<file path="src/rtl/uart_tx_periph_pkg.sv">
// Shared definitions for the memory-mapped UART transmitter: bus widths, register map,
// STATUS bit positions and serializer state encoding.
package uart_tx_periph_pkg;

  localparam int unsigned MemBusW     = 32;
  localparam int unsigned MemAddrBusW = 32;
  localparam int unsigned MenSelBusW  = 4;

  localparam logic [15:0] DefaultDiv = 16'd433;

  // Register select, taken from address bits [3:2]
  typedef enum logic [1:0] {
    RegTxData  = 2'd0,
    RegStatus  = 2'd1,
    RegBaudDiv = 2'd2,
    RegCtrl    = 2'd3
  } reg_offset_e;

  localparam int unsigned StatusBusyBit  = 0;
  localparam int unsigned StatusFullBit  = 1;
  localparam int unsigned StatusEmptyBit = 2;
  localparam int unsigned StatusOvfBit   = 3;
  localparam int unsigned StatusCntLsb   = 8;

  typedef enum logic [1:0] {
    StIdle  = 2'd0,
    StStart = 2'd1,
    StData  = 2'd2,
    StStop  = 2'd3
  } tx_state_e;

endpackage

</file>
<file path="src/rtl/uart_tx_periph_sync_fifo.sv">
// Synchronous circular-buffer FIFO; pushes while full and pops while empty are ignored,
// with fullness judged on the pre-edge count.
module uart_tx_periph_sync_fifo #(
  parameter int unsigned Width = 8,
  parameter int unsigned Depth = 8
) (
  input  logic                     clk,
  input  logic                     rst,
  input  logic                     push,
  input  logic                     pop,
  input  logic [Width-1:0]         wdata,
  output logic [Width-1:0]         rdata,
  output logic                     full,
  output logic                     empty,
  output logic [$clog2(Depth):0]   count
);

  localparam int unsigned PtrW = $clog2(Depth);
  localparam int unsigned CntW = PtrW + 1;

  logic [Width-1:0] mem_q [Depth];
  logic [PtrW-1:0]  wptr_q, rptr_q;
  logic [CntW-1:0]  count_q, count_d;
  logic             push_ok, pop_ok;

  assign full    = (count_q == CntW'(Depth));
  assign empty   = (count_q == '0);
  assign push_ok = push & ~full;
  assign pop_ok  = pop & ~empty;
  assign rdata   = mem_q[rptr_q];
  assign count   = count_q;

  always_comb begin
    count_d = count_q;
    case ({push_ok, pop_ok})
      2'b10:   count_d = count_q + CntW'(1);
      2'b01:   count_d = count_q - CntW'(1);
      default: count_d = count_q;
    endcase
  end

  always_ff @(posedge clk) begin
    if (rst) begin
      wptr_q  <= '0;
      rptr_q  <= '0;
      count_q <= '0;
    end else begin
      count_q <= count_d;
      // Depth is a power of two, so pointers wrap naturally
      if (push_ok) wptr_q <= wptr_q + PtrW'(1);
      if (pop_ok)  rptr_q <= rptr_q + PtrW'(1);
    end
  end

  // Storage needs no reset: the pointers and count define validity
  always_ff @(posedge clk) begin
    if (push_ok) mem_q[wptr_q] <= wdata;
  end

endmodule

</file>
<file path="src/rtl/uart_tx_periph.sv">
// Memory-mapped 8N1 UART transmitter on the data-memory port: register decode,
// TX FIFO and serializer FSM.
module uart_tx_periph
  import uart_tx_periph_pkg::*;
#(
  parameter logic [31:0] BASE_ADDR   = 32'h1000_0000,
  parameter int unsigned FIFO_DEPTH  = 8,
  parameter logic [15:0] DEFAULT_DIV = DefaultDiv
) (
  input  logic                   clk,
  input  logic                   rst,
  input  logic                   we,
  input  logic [MenSelBusW-1:0]  sel,
  input  logic [MemAddrBusW-1:0] wraddr,
  input  logic [MemBusW-1:0]     wdata,
  output logic [MemBusW-1:0]     rdata,
  output logic                   txd,
  output logic                   tx_irq
);

  localparam int unsigned CntW = $clog2(FIFO_DEPTH) + 1;

  logic        hit;
  reg_offset_e reg_off;
  logic        wr_txdata, wr_status, wr_baud, wr_ctrl;

  logic [15:0] baud_q;
  logic        irq_en_q;
  logic        overflow_q;

  logic            fifo_pop, fifo_full, fifo_empty;
  logic [7:0]      fifo_rdata;
  logic [CntW-1:0] fifo_count;
  logic [3:0]      count4;

  tx_state_e   state_q, state_d;
  logic [15:0] cnt_q;
  logic [7:0]  shift_q;
  logic [2:0]  bit_idx_q;
  logic        bit_end, busy;
  logic        txd_q, txd_d, tx_irq_q;

  logic unused_bits;
  assign unused_bits = ^{sel[3:2], wraddr[1:0], wdata[31:16]};

  assign hit       = (wraddr[31:4] == BASE_ADDR[31:4]);
  assign reg_off   = reg_offset_e'(wraddr[3:2]);
  assign wr_txdata = hit & we & sel[0] & (reg_off == RegTxData);
  assign wr_status = hit & we & sel[0] & (reg_off == RegStatus);
  assign wr_baud   = hit & we & (reg_off == RegBaudDiv);
  assign wr_ctrl   = hit & we & sel[0] & (reg_off == RegCtrl);

  uart_tx_periph_sync_fifo #(
    .Width (8),
    .Depth (FIFO_DEPTH)
  ) u_fifo (
    .clk   (clk),
    .rst   (rst),
    .push  (wr_txdata),
    .pop   (fifo_pop),
    .wdata (wdata[7:0]),
    .rdata (fifo_rdata),
    .full  (fifo_full),
    .empty (fifo_empty),
    .count (fifo_count)
  );

  always_ff @(posedge clk) begin
    if (rst) begin
      baud_q     <= DEFAULT_DIV;
      irq_en_q   <= 1'b0;
      overflow_q <= 1'b0;
    end else begin
      if (wr_baud & sel[0]) baud_q[7:0]  <= wdata[7:0];
      if (wr_baud & sel[1]) baud_q[15:8] <= wdata[15:8];
      if (wr_ctrl)          irq_en_q     <= wdata[0];
      // A dropped push wins over a clear in the same cycle
      if (wr_txdata & fifo_full)          overflow_q <= 1'b1;
      else if (wr_status & wdata[StatusOvfBit]) overflow_q <= 1'b0;
    end
  end

  assign count4 = 4'(fifo_count);

  always_comb begin
    rdata = '0;
    if (hit && !we) begin
      case (reg_off)
        RegStatus: begin
          rdata[StatusBusyBit]       = busy;
          rdata[StatusFullBit]       = fifo_full;
          rdata[StatusEmptyBit]      = fifo_empty;
          rdata[StatusOvfBit]        = overflow_q;
          rdata[StatusCntLsb +: 4]   = count4;
        end
        RegBaudDiv: rdata[15:0] = baud_q;
        RegCtrl:    rdata[0]    = irq_en_q;
        default:    rdata       = '0;
      endcase
    end
  end

  assign busy    = (state_q != StIdle);
  assign bit_end = (cnt_q == 16'd0);

  always_ff @(posedge clk) begin
    if (rst) state_q <= StIdle;
    else     state_q <= state_d;
  end

  always_comb begin
    state_d = state_q;
    case (state_q)
      StIdle:  if (!fifo_empty) state_d = StStart;
      StStart: if (bit_end) state_d = StData;
      StData:  if (bit_end && bit_idx_q == 3'd7) state_d = StStop;
      StStop:  if (bit_end) state_d = fifo_empty ? StIdle : StStart;
      default: state_d = StIdle;
    endcase
  end

  always_comb begin
    fifo_pop = 1'b0;
    txd_d    = 1'b1;
    case (state_q)
      StIdle:  fifo_pop = !fifo_empty;
      StStart: txd_d    = 1'b0;
      StData:  txd_d    = shift_q[0];
      StStop:  fifo_pop = bit_end & !fifo_empty;
      default: txd_d    = 1'b1;
    endcase
  end

  // Bit timing reloads from the live divider, so divider writes apply at the next bit
  always_ff @(posedge clk) begin
    if (rst) begin
      cnt_q     <= '0;
      shift_q   <= '0;
      bit_idx_q <= '0;
      txd_q     <= 1'b1;
      tx_irq_q  <= 1'b0;
    end else begin
      txd_q    <= txd_d;
      tx_irq_q <= irq_en_q & fifo_empty & ~busy;
      if (fifo_pop) begin
        shift_q   <= fifo_rdata;
        cnt_q     <= baud_q;
        bit_idx_q <= '0;
      end else if (busy) begin
        if (bit_end) begin
          cnt_q <= baud_q;
          if (state_q == StData) begin
            shift_q   <= shift_q >> 1;
            bit_idx_q <= bit_idx_q + 3'd1;
          end
        end else begin
          cnt_q <= cnt_q - 16'd1;
        end
      end
    end
  end

  assign txd    = txd_q;
  assign tx_irq = tx_irq_q;

endmodule

</file>
<file path="config.mk">
export PLATFORM = sky130hd
export DESIGN_NAME = uart_tx_periph
export DESIGN_NICKNAME = d
export VERILOG_FILES = /design/src/rtl/uart_tx_periph_pkg.sv /design/src/rtl/uart_tx_periph_sync_fifo.sv /design/src/rtl/uart_tx_periph.sv
export SDC_FILE = /design/constraint.sdc
export NUM_CORES = 1
export LEC_CHECK = 0
export BUFFER_PORTS_ARGS = -buffer_cell sky130_fd_sc_hd__buf_4
export CORE_ASPECT_RATIO = 0.6
export CORE_MARGIN = 4
export CORE_UTILIZATION = 34
export DETAILED_ROUTE_END_ITERATION = 10
export HOLD_SLACK_MARGIN = 0.15
export PLACE_DENSITY = 0.6
export SETUP_SLACK_MARGIN = 0.15
export SYNTH_ARGS = -nofsm -noshare
export SYNTH_HDL_FRONTEND = slang
export SYNTH_SLANG_ARGS = --single-unit
</file>
<file path="constraint.sdc">
create_clock -name clk -period 3.75 [get_ports clk]
set_clock_uncertainty 0.2 [all_clocks]
set_input_delay 0.1875 -clock clk [delete_from_list [all_inputs] [get_ports clk]]
set_output_delay 0.1875 -clock clk [all_outputs]
set_load 0.03 [all_outputs]
</file>
# After elaboration in Yosys (flattened, before gate mapping)
# Memories as Yosys holds them, arrays and structs flattened. A register that Yosys moved wholly into a read port is not among the register bits.
# Cells that the tools add are included.
word_totals:
  ff_bits: 59
  ramBits: 64
  in_bits: 71
  output_inout_bits: 34
  wordCells: 99
  mem_count: 1
mem_list:
  columns: ["name", "words", "width", "rd", "rd_ports_with_merged_regs", "wr", "line", "source"]
  rows:
  - ["u_fifo.mem_q", 8, 8, 1, 1, 1, "uart_tx_periph_sync_fifo.sv:21", "logic [Width-1:0] mem_q [Depth];"]
op_classes:
  n_addsub: 6
  n_eq_ne: 15
  n_mux: 28
  bitwise: 18
  reduce_logical: 18
ops:
  columns: ["cell", "count"]
  rows:
  - ["$mux 16", 4]
  - ["$mux 8", 4]
  - ["$eq 28x25->1 const B", 1]
  - ["$logic_not 16->1", 1]
  - ["$pmux 4 s2", 2]
  - ["$sub 16x1->16 const B", 1]
  - ["$and 1x1->1", 15]
  - ["$reduce_bool 2->1", 6]
  - ["$eq 2x2->1 const B", 5]
  - ["$add 3x1->3 const B", 3]
  - ["$mux 2", 4]
  - ["$mux 4", 2]
  - ["$ne 2x2->1 const B", 4]
  - ["$pmux 2 s4", 1]
  - ["$eq 2x1->1 const B", 3]
  - ["$mux 3", 2]
  - ["$pmux 3 s2", 1]
  - ["$reduce_and 3->1", 2]
  - ["$mux 1", 5]
  - ["$add 4x1->4 const B", 1]
  - ["$eq 4x4->1 const B", 1]
  - ["$logic_not 2->1", 2]
  - ["$logic_not 4->1", 1]
  - ["$pmux 1 s2", 2]
  - ["other kinds (8)", 12]

# Longest topological paths before layout
logic_depth:
  ltp_word: 7
  mapped_depth: 15
  ltp_nobuf: 13

# Cells and area by module
# A second synthesis with hierarchy kept.
unflattened:
  cells_unflattened: 511
  hier_area_um2: 6097.1
by_module_without_submodules:
  columns: ["module", "instances", "cells_each", "area_per_inst_um2", "seq_area_each_um2"]
  rows:
  - ["uart_tx_periph_sync_fifo", 1, 168, 3111.7, 2182.1]
  - ["uart_tx_periph", 1, 343, 2985.4, 980.9]

# Worst setup path after synthesis
# Ideal clock, no wire load.
synth_path:
  path_kind: "reg-to-reg"
  startpoint: "register cnt_q[6]"
  endpoint: "register u_fifo.count_q[2] (netlist: u_fifo.count[2])"
  setup_time_ns: 0.071
  t_arrival_ns: 3.028
  t_required_ns: 3.479
  slack_ns: 0.451
  path_stages_with_launch: 15
  n_path_buf: 3
  synth_period_minus_slack_ns: 3.299
  cell_sequence: "dfxtp_1 -> or4_1 -> buf_2 -> nor4_4 -> buf_6 -> a31oi_4 -> clkbuf_1 -> inv_1 -> ha_1 -> xor2_1 -> ha_1 -> a21oi_1 -> xor2_1 -> or3_1 -> a21oi_1"
synth_between:
  elab_chain_cells: 6
  word_cells_on_any_way: 8
  cone_classes: "2 x eq/ne; 2 x mux; 2 x bitwise; 2 x reduce/logical"
synth_lines:
  columns: ["item", "line", "source"]
  rows:
  - ["from (decl)", "uart_tx_periph.sv:37", "logic [15:0] cnt_q;"]
  - ["from (signal assigned)", "uart_tx_periph.sv:147", "cnt_q <= baud_q;"]
  - ["from (signal assigned)", "uart_tx_periph.sv:151", "cnt_q <= baud_q;"]
  - ["from (signal assigned)", "uart_tx_periph.sv:157", "cnt_q <= cnt_q - 16'd1;"]
  - ["$logic_not 16->1 (*)", "uart_tx_periph.sv:104", "assign bit_end = (cnt_q == 16'd0);"]
  - ["$and 1x1->1 (*)", "uart_tx_periph.sv:129", "StStop: fifo_pop = bit_end & !fifo_empty;"]
  - ["$pmux 1 s2 (*)", "uart_tx_periph.sv:125", "case (state_q)"]
  - ["$and 1x1->1 (*)", "uart_tx_periph_sync_fifo.sv:29", "assign pop_ok = pop & ~empty;"]
  - ["named net u_fifo.pop_ok", "uart_tx_periph_sync_fifo.sv:24", "logic push_ok, pop_ok;"]
  - ["$eq 2x1->1 / $eq 2x2->1 (equally long branches)", "uart_tx_periph_sync_fifo.sv:35", "case ({push_ok, pop_ok})"]
  - ["$pmux 4 s2 / $reduce_bool 2->1 (equally long branches)", null, null]
  - ["to (signal assigned)", "uart_tx_periph_sync_fifo.sv:48", "count_q <= count_d;"]
  - ["to (decl)", "uart_tx_periph_sync_fifo.sv:23", "logic [CntW-1:0] count_q, count_d;"]
# Mark *: on every way through the listed nets, which the timed path passes. The rest lies on a longest branch.
# A chain may end at the register's enable or synchronous reset.

# Worst setup path in the final report
layout_path:
  startpoint: "register state_q[0]"
  endpoint: "register u_fifo.count_q[3] (netlist: u_fifo.count[3])"
layout_between:
  elab_chain_cells: 5
  word_cells_on_any_way: 8
  cone_classes: "3 x eq/ne; 2 x mux; 1 x bitwise; 2 x reduce/logical"
layout_lines:
  columns: ["item", "line", "source"]
  rows:
  - ["from (decl)", "uart_tx_periph.sv:36", "tx_state_e state_q, state_d;"]
  - ["from (signal assigned)", "uart_tx_periph.sv:107", "if (rst) state_q <= StIdle;"]
  - ["from (signal assigned)", "uart_tx_periph.sv:108", "else state_q <= state_d;"]
  - ["$eq 2x2->1 / $logic_not 2->1 (equally long branches)", "uart_tx_periph.sv:125", null]
  - ["$pmux 1 s2 (*)", "uart_tx_periph.sv:125", null]
  - ["$and 1x1->1 (*)", "uart_tx_periph_sync_fifo.sv:29", null]
  - ["named net u_fifo.pop_ok", "uart_tx_periph_sync_fifo.sv:24", null]
  - ["$eq 2x1->1 / $eq 2x2->1 (equally long branches)", "uart_tx_periph_sync_fifo.sv:35", null]
  - ["$pmux 4 s2 / $reduce_bool 2->1 (equally long branches)", null, null]
# Marks and branches as above.

==> results by group <==
Status
  – Run status: completed

Pwr
  – Power density normalized to cell area: 636.5 mW/mm^2
  – Internal power component: 0.003193 W
  – Clock share of power: 33.6%
  – Highest ir drop seen on vdd: 602.4 uV
  – Leakage power of the design: 2.822 nW
  – Net switching power figure: 0.001805 W
  – Combinational power share: 35.3%
  – Register share of total power: 31.1%
  – PnR Total Power: 0.004998 W
  – Net switching fraction of the power: 36.12%

Place
  – Pre-CTS WS: 0.4948 ns
  – Routability-driven placement congestion ratio: 0.8943
  – Number of buffers added on ports: 68
  – Half-perimeter wire length after placement: 10.43 mm

Die
  – Number of core rows: 37
  – Die Height: 111.3 um
  – Starting utilization of the core area: 35.02%
  – Die ar.: 0.02005 mm^2
  – Die X: 180.2 um
  – Core box area: 0.01727 mm^2
  – Top Ports: 105

Yosys
  – Sequential area share after synthesis: 52.31%
  – Area of the mapped netlist: 0.006047 mm^2
  – Share of flip-flops with an asynchronous set or reset after synthesis: 0%
  – Count of different cell masters after synthesis: 57
  – Flip-flop and latch count after synthesis: 126
  – Mean instance size in the synthesized netlist: 11.61 um^2
  – Count of mapped cells out of synthesis: 521
  – Top FF cell, synth: sky130_fd_sc_hd__edfxtp_1
  – Count of synthesis-stage warnings from yosys: 0
  – Number of enable-type register cells in the synthesized netlist: 64

GRT
  – Via count of the first global-routing pass: 4630
  – Wire length of the first global-routing pass: 24.61 mm
  – Global-route usage over all layers: 15.38%
  – Number of antenna violations at the first check in global routing: 0
  – Total overflow reported by the global router: 0
  – Largest net degree at the start of global routing: 60

Clock tree
  – CTS H-tree depth: 4
  – CTS tree: built
  – Root buf cell: sky130_fd_sc_hd__clkbuf_16
  – Source-to-sink clock delay at the later pin of the worst-skew pair: 0.41 ns
  – Reg clk slew, reported paths: 0.06 ns
  – Total number of clock tree sinks: 126
  – Number of buffers on the longest clock path: 2
  – CTS Buf Count: 17
  – Total of cells resized after clock tree synthesis: 0

Drt
  – Drt wl/cell: 16.83 um
  – First DRT Iteration DRCs: 383
  – Number of design rule violations left after detail routing: 0
  – Vias per inst: 5.196
  – 1st-pass router iterations: 5
  – Routed wire length: 14.96 mm
  – Total number of vias: 4619
  – Count of nets left with antenna violations after detail routing: 0

Final layout
  – Most common library cell in the layout ignoring fill and taps: sky130_fd_sc_hd__buf_4
  – Sequential cell area: 0.003163 mm^2
  – Area growth from synthesis to layout: 29.86%
  – # fillers: 1550
  – Final nets: 732
  – Most frequent cells in the layout: sky130_fd_sc_hd__buf_4, sky130_fd_sc_hd__edfxtp_1, sky130_fd_sc_hd__dfxtp_1, sky130_fd_sc_hd__nor2_1, sky130_fd_sc_hd__dlygate4sd3_1
  – Antenna diode instance count: 0
  – Multi-input combinational cell area: 0.002636 mm^2
  – Layout cells sized above 1: 22.75%

Worst setup path
  – Maximum fanout encountered on the critical timing path: 11
  – Sort of element at the start of the critical path: flip-flop
  – Capturing element type of the critical path: flip-flop
  – Data arrival at the endpoint of the critical path: 3.43 ns
  – Origin of the worst setup path: state_q[0]
  – Critical Setup Path Class: flip-flop to flip-flop
  – Data required, critical path: 3.85 ns
  – Reg-to-reg startpoint: state_q[0]

Timing
  – Final-report setup violation count: 0
  – Final hold violation count: 0
  – Setup Total Neg Slack: 0 ns
  – Minimum period implied by the final worst setup slack: 3.324 ns
  – Peak Freq: 0.3009 GHz
  – Setup slack of the critical path after layout: 0.4264 ns
  – Final Slew Violations: 0
  – Fin crit share: 88.63%
  – Worst hold slack: 0.2683 ns
  – Unrepaired setup endpoints after global routing: no
  – Max-slew headroom: 40.12%
  – Measured slew at the worst slew-check pin: 0.8970 ns

Flow run
  – Max-cap viol count: 0

Hold path
  – Launch point of the worst hold path: wraddr[31]
  – Class of the tightest hold or removal check: input port to flip-flop
## flip-flops by register name, indices dropped and copies added (netlist names), named ones only
name	flops
irq_en_q	1
baud_q	16
u_fifo.rptr_q	3
shift_q	8
cnt_q	16
u_fifo.mem_q	64
state_q	2
tx_irq	1
u_fifo.wptr_q	3
u_fifo.count	4
overflow_q	1
bit_idx_q	3
txd	1
## critical path, cell delays in order, from the launching register on
cell                       delay, ns
sky130_fd_sc_hd__dfxtp_1        0.33
sky130_fd_sc_hd__inv_1          0.16
sky130_fd_sc_hd__ha_1           0.45
sky130_fd_sc_hd__inv_1          0.22
sky130_fd_sc_hd__nor3_1         0.40
sky130_fd_sc_hd__a31oi_4        0.09
sky130_fd_sc_hd__inv_1          0.12
sky130_fd_sc_hd__ha_1           0.27
sky130_fd_sc_hd__nor4bb_1       0.35
sky130_fd_sc_hd__a21oi_1        0.07
sky130_fd_sc_hd__o21a_1         0.19
sky130_fd_sc_hd__o21a_1         0.16
sky130_fd_sc_hd__o21ba_2        0.20
## repair_timing
item | 4_1_cts | 5_1_grt
setup endpoints to repair | 0 | 7
hold endpoints to repair | 99 | 0
setup buffers | 0 | 1
hold buffers | 42 | 0
## cells by family (layout without fill, tap and decap cells)
family	Yosys count	after routing	share of synthesized area, %
AO/OA/AOI/OAI	91	91	10.74
XOR/XNOR	6	6	0.8690
adder cells (fa/ha/maj)	19	19	3.931
buffers and inverters	59	178	5.131
flip-flops	126	126	52.31
multiplexers	46	46	10.92
other	1	16	0.06201
AND/OR/NAND/NOR	173	173	16.04
## power by group through the flow
| stage | clock network [W] | registers, W | logic (W) |
|---|---|---|---|
| finish | 0.00168 | 0.00156 | 0.00176 |
| global placement | 0 | 0.00158 | 0.00164 |
| CTS | 0.00170 | 0.00155 | 0.00173 |
| global route | 0.00177 | 0.00156 | 0.00194 |
| detailed placement | 0 | 0.00158 | 0.00169 |
| floorplan | 0 | 0.00157 | 0.00141 |
## metrics by stage
stage | cell area, um^2 | util [%] | instances
after floorplan | 6103 | - | 536
after global placement | 6805 | 39.41 | 814
after detailed placement | 6805 | 39.41 | 814
after CTS | 7833 | 45.36 | 888
after global routing | 7853 | 45.48 | 889
final | 7853 | 45.48 | 889
## metal layers
metal	GRT usage (%)	share of wire, %	up-vias
li1	-	-	2175
met1	21.04	46	2244
met2	23.18	45	180
met3	4.754	8.2	20
met4	5.539	1.4	0
met5	0	0	-
## final timing paths
kind,to,slack (ns),depth (start not counted)
hold reg to reg,cnt_q[9],0.27,2
hold / removal,baud_q[6],0.27,7
setup reg to reg,u_fifo.count[3],0.43,12
setup / recovery,u_fifo.count[3],0.43,12
## cell usage after synthesis (3+ instances only)
| master | number | area share (%) |
|---|---|---|
| sky130_fd_sc_hd__o32ai_1 | 3 | 0.43 |
| sky130_fd_sc_hd__o21ai_0 | 9 | 0.74 |
| sky130_fd_sc_hd__nor2b_1 | 14 | 1.4 |
| sky130_fd_sc_hd__and2_1 | 9 | 0.93 |
| sky130_fd_sc_hd__a211oi_1 | 16 | 2.0 |
| sky130_fd_sc_hd__nand2_1 | 17 | 1.1 |
| sky130_fd_sc_hd__xor2_1 | 4 | 0.58 |
| sky130_fd_sc_hd__a31oi_1 | 5 | 0.52 |
| sky130_fd_sc_hd__dfxtp_1 | 62 | 21 |
| sky130_fd_sc_hd__nand2b_1 | 10 | 1.0 |
| sky130_fd_sc_hd__mux4_2 | 16 | 6.0 |
| sky130_fd_sc_hd__clkbuf_1 | 19 | 1.2 |
| sky130_fd_sc_hd__nor2_1 | 50 | 3.1 |
| sky130_fd_sc_hd__nor3_1 | 18 | 1.5 |
| sky130_fd_sc_hd__a2111oi_0 | 4 | 0.58 |
| sky130_fd_sc_hd__nor4_4 | 3 | 1.1 |
| sky130_fd_sc_hd__or4_1 | 5 | 0.62 |
| sky130_fd_sc_hd__buf_4 | 16 | 2.0 |
| sky130_fd_sc_hd__nor4_1 | 15 | 1.6 |
| sky130_fd_sc_hd__mux2i_1 | 30 | 5.0 |
| sky130_fd_sc_hd__nor4bb_1 | 3 | 0.50 |
| sky130_fd_sc_hd__ha_1 | 19 | 3.9 |
| sky130_fd_sc_hd__edfxtp_1 | 64 | 32 |
| sky130_fd_sc_hd__a211o_1 | 6 | 0.87 |
| sky130_fd_sc_hd__buf_2 | 5 | 0.41 |
| sky130_fd_sc_hd__o21a_1 | 3 | 0.37 |
| sky130_fd_sc_hd__nand3b_1 | 3 | 0.37 |
| sky130_fd_sc_hd__nand4_1 | 4 | 0.41 |
| sky130_fd_sc_hd__buf_6 | 3 | 0.56 |
| sky130_fd_sc_hd__inv_1 | 16 | 0.99 |
| sky130_fd_sc_hd__a22oi_1 | 6 | 0.74 |
| sky130_fd_sc_hd__o31ai_1 | 4 | 0.50 |
| sky130_fd_sc_hd__nand3_1 | 4 | 0.33 |
| sky130_fd_sc_hd__or3_1 | 5 | 0.52 |
| sky130_fd_sc_hd__a21oi_1 | 21 | 1.7 |
## area by class of cell
class / count / area share (%)
multi-input combinational: 351 / 33.57
inverter: 16 / 0.7648
clock inverter: 13 / 2.087
timing repair buffer: 130 / 13.93
tap: 234 / 3.728
sequential: 126 / 40.28
clock buffer: 19 / 5.641
Power figures use the tool's default switching activity.
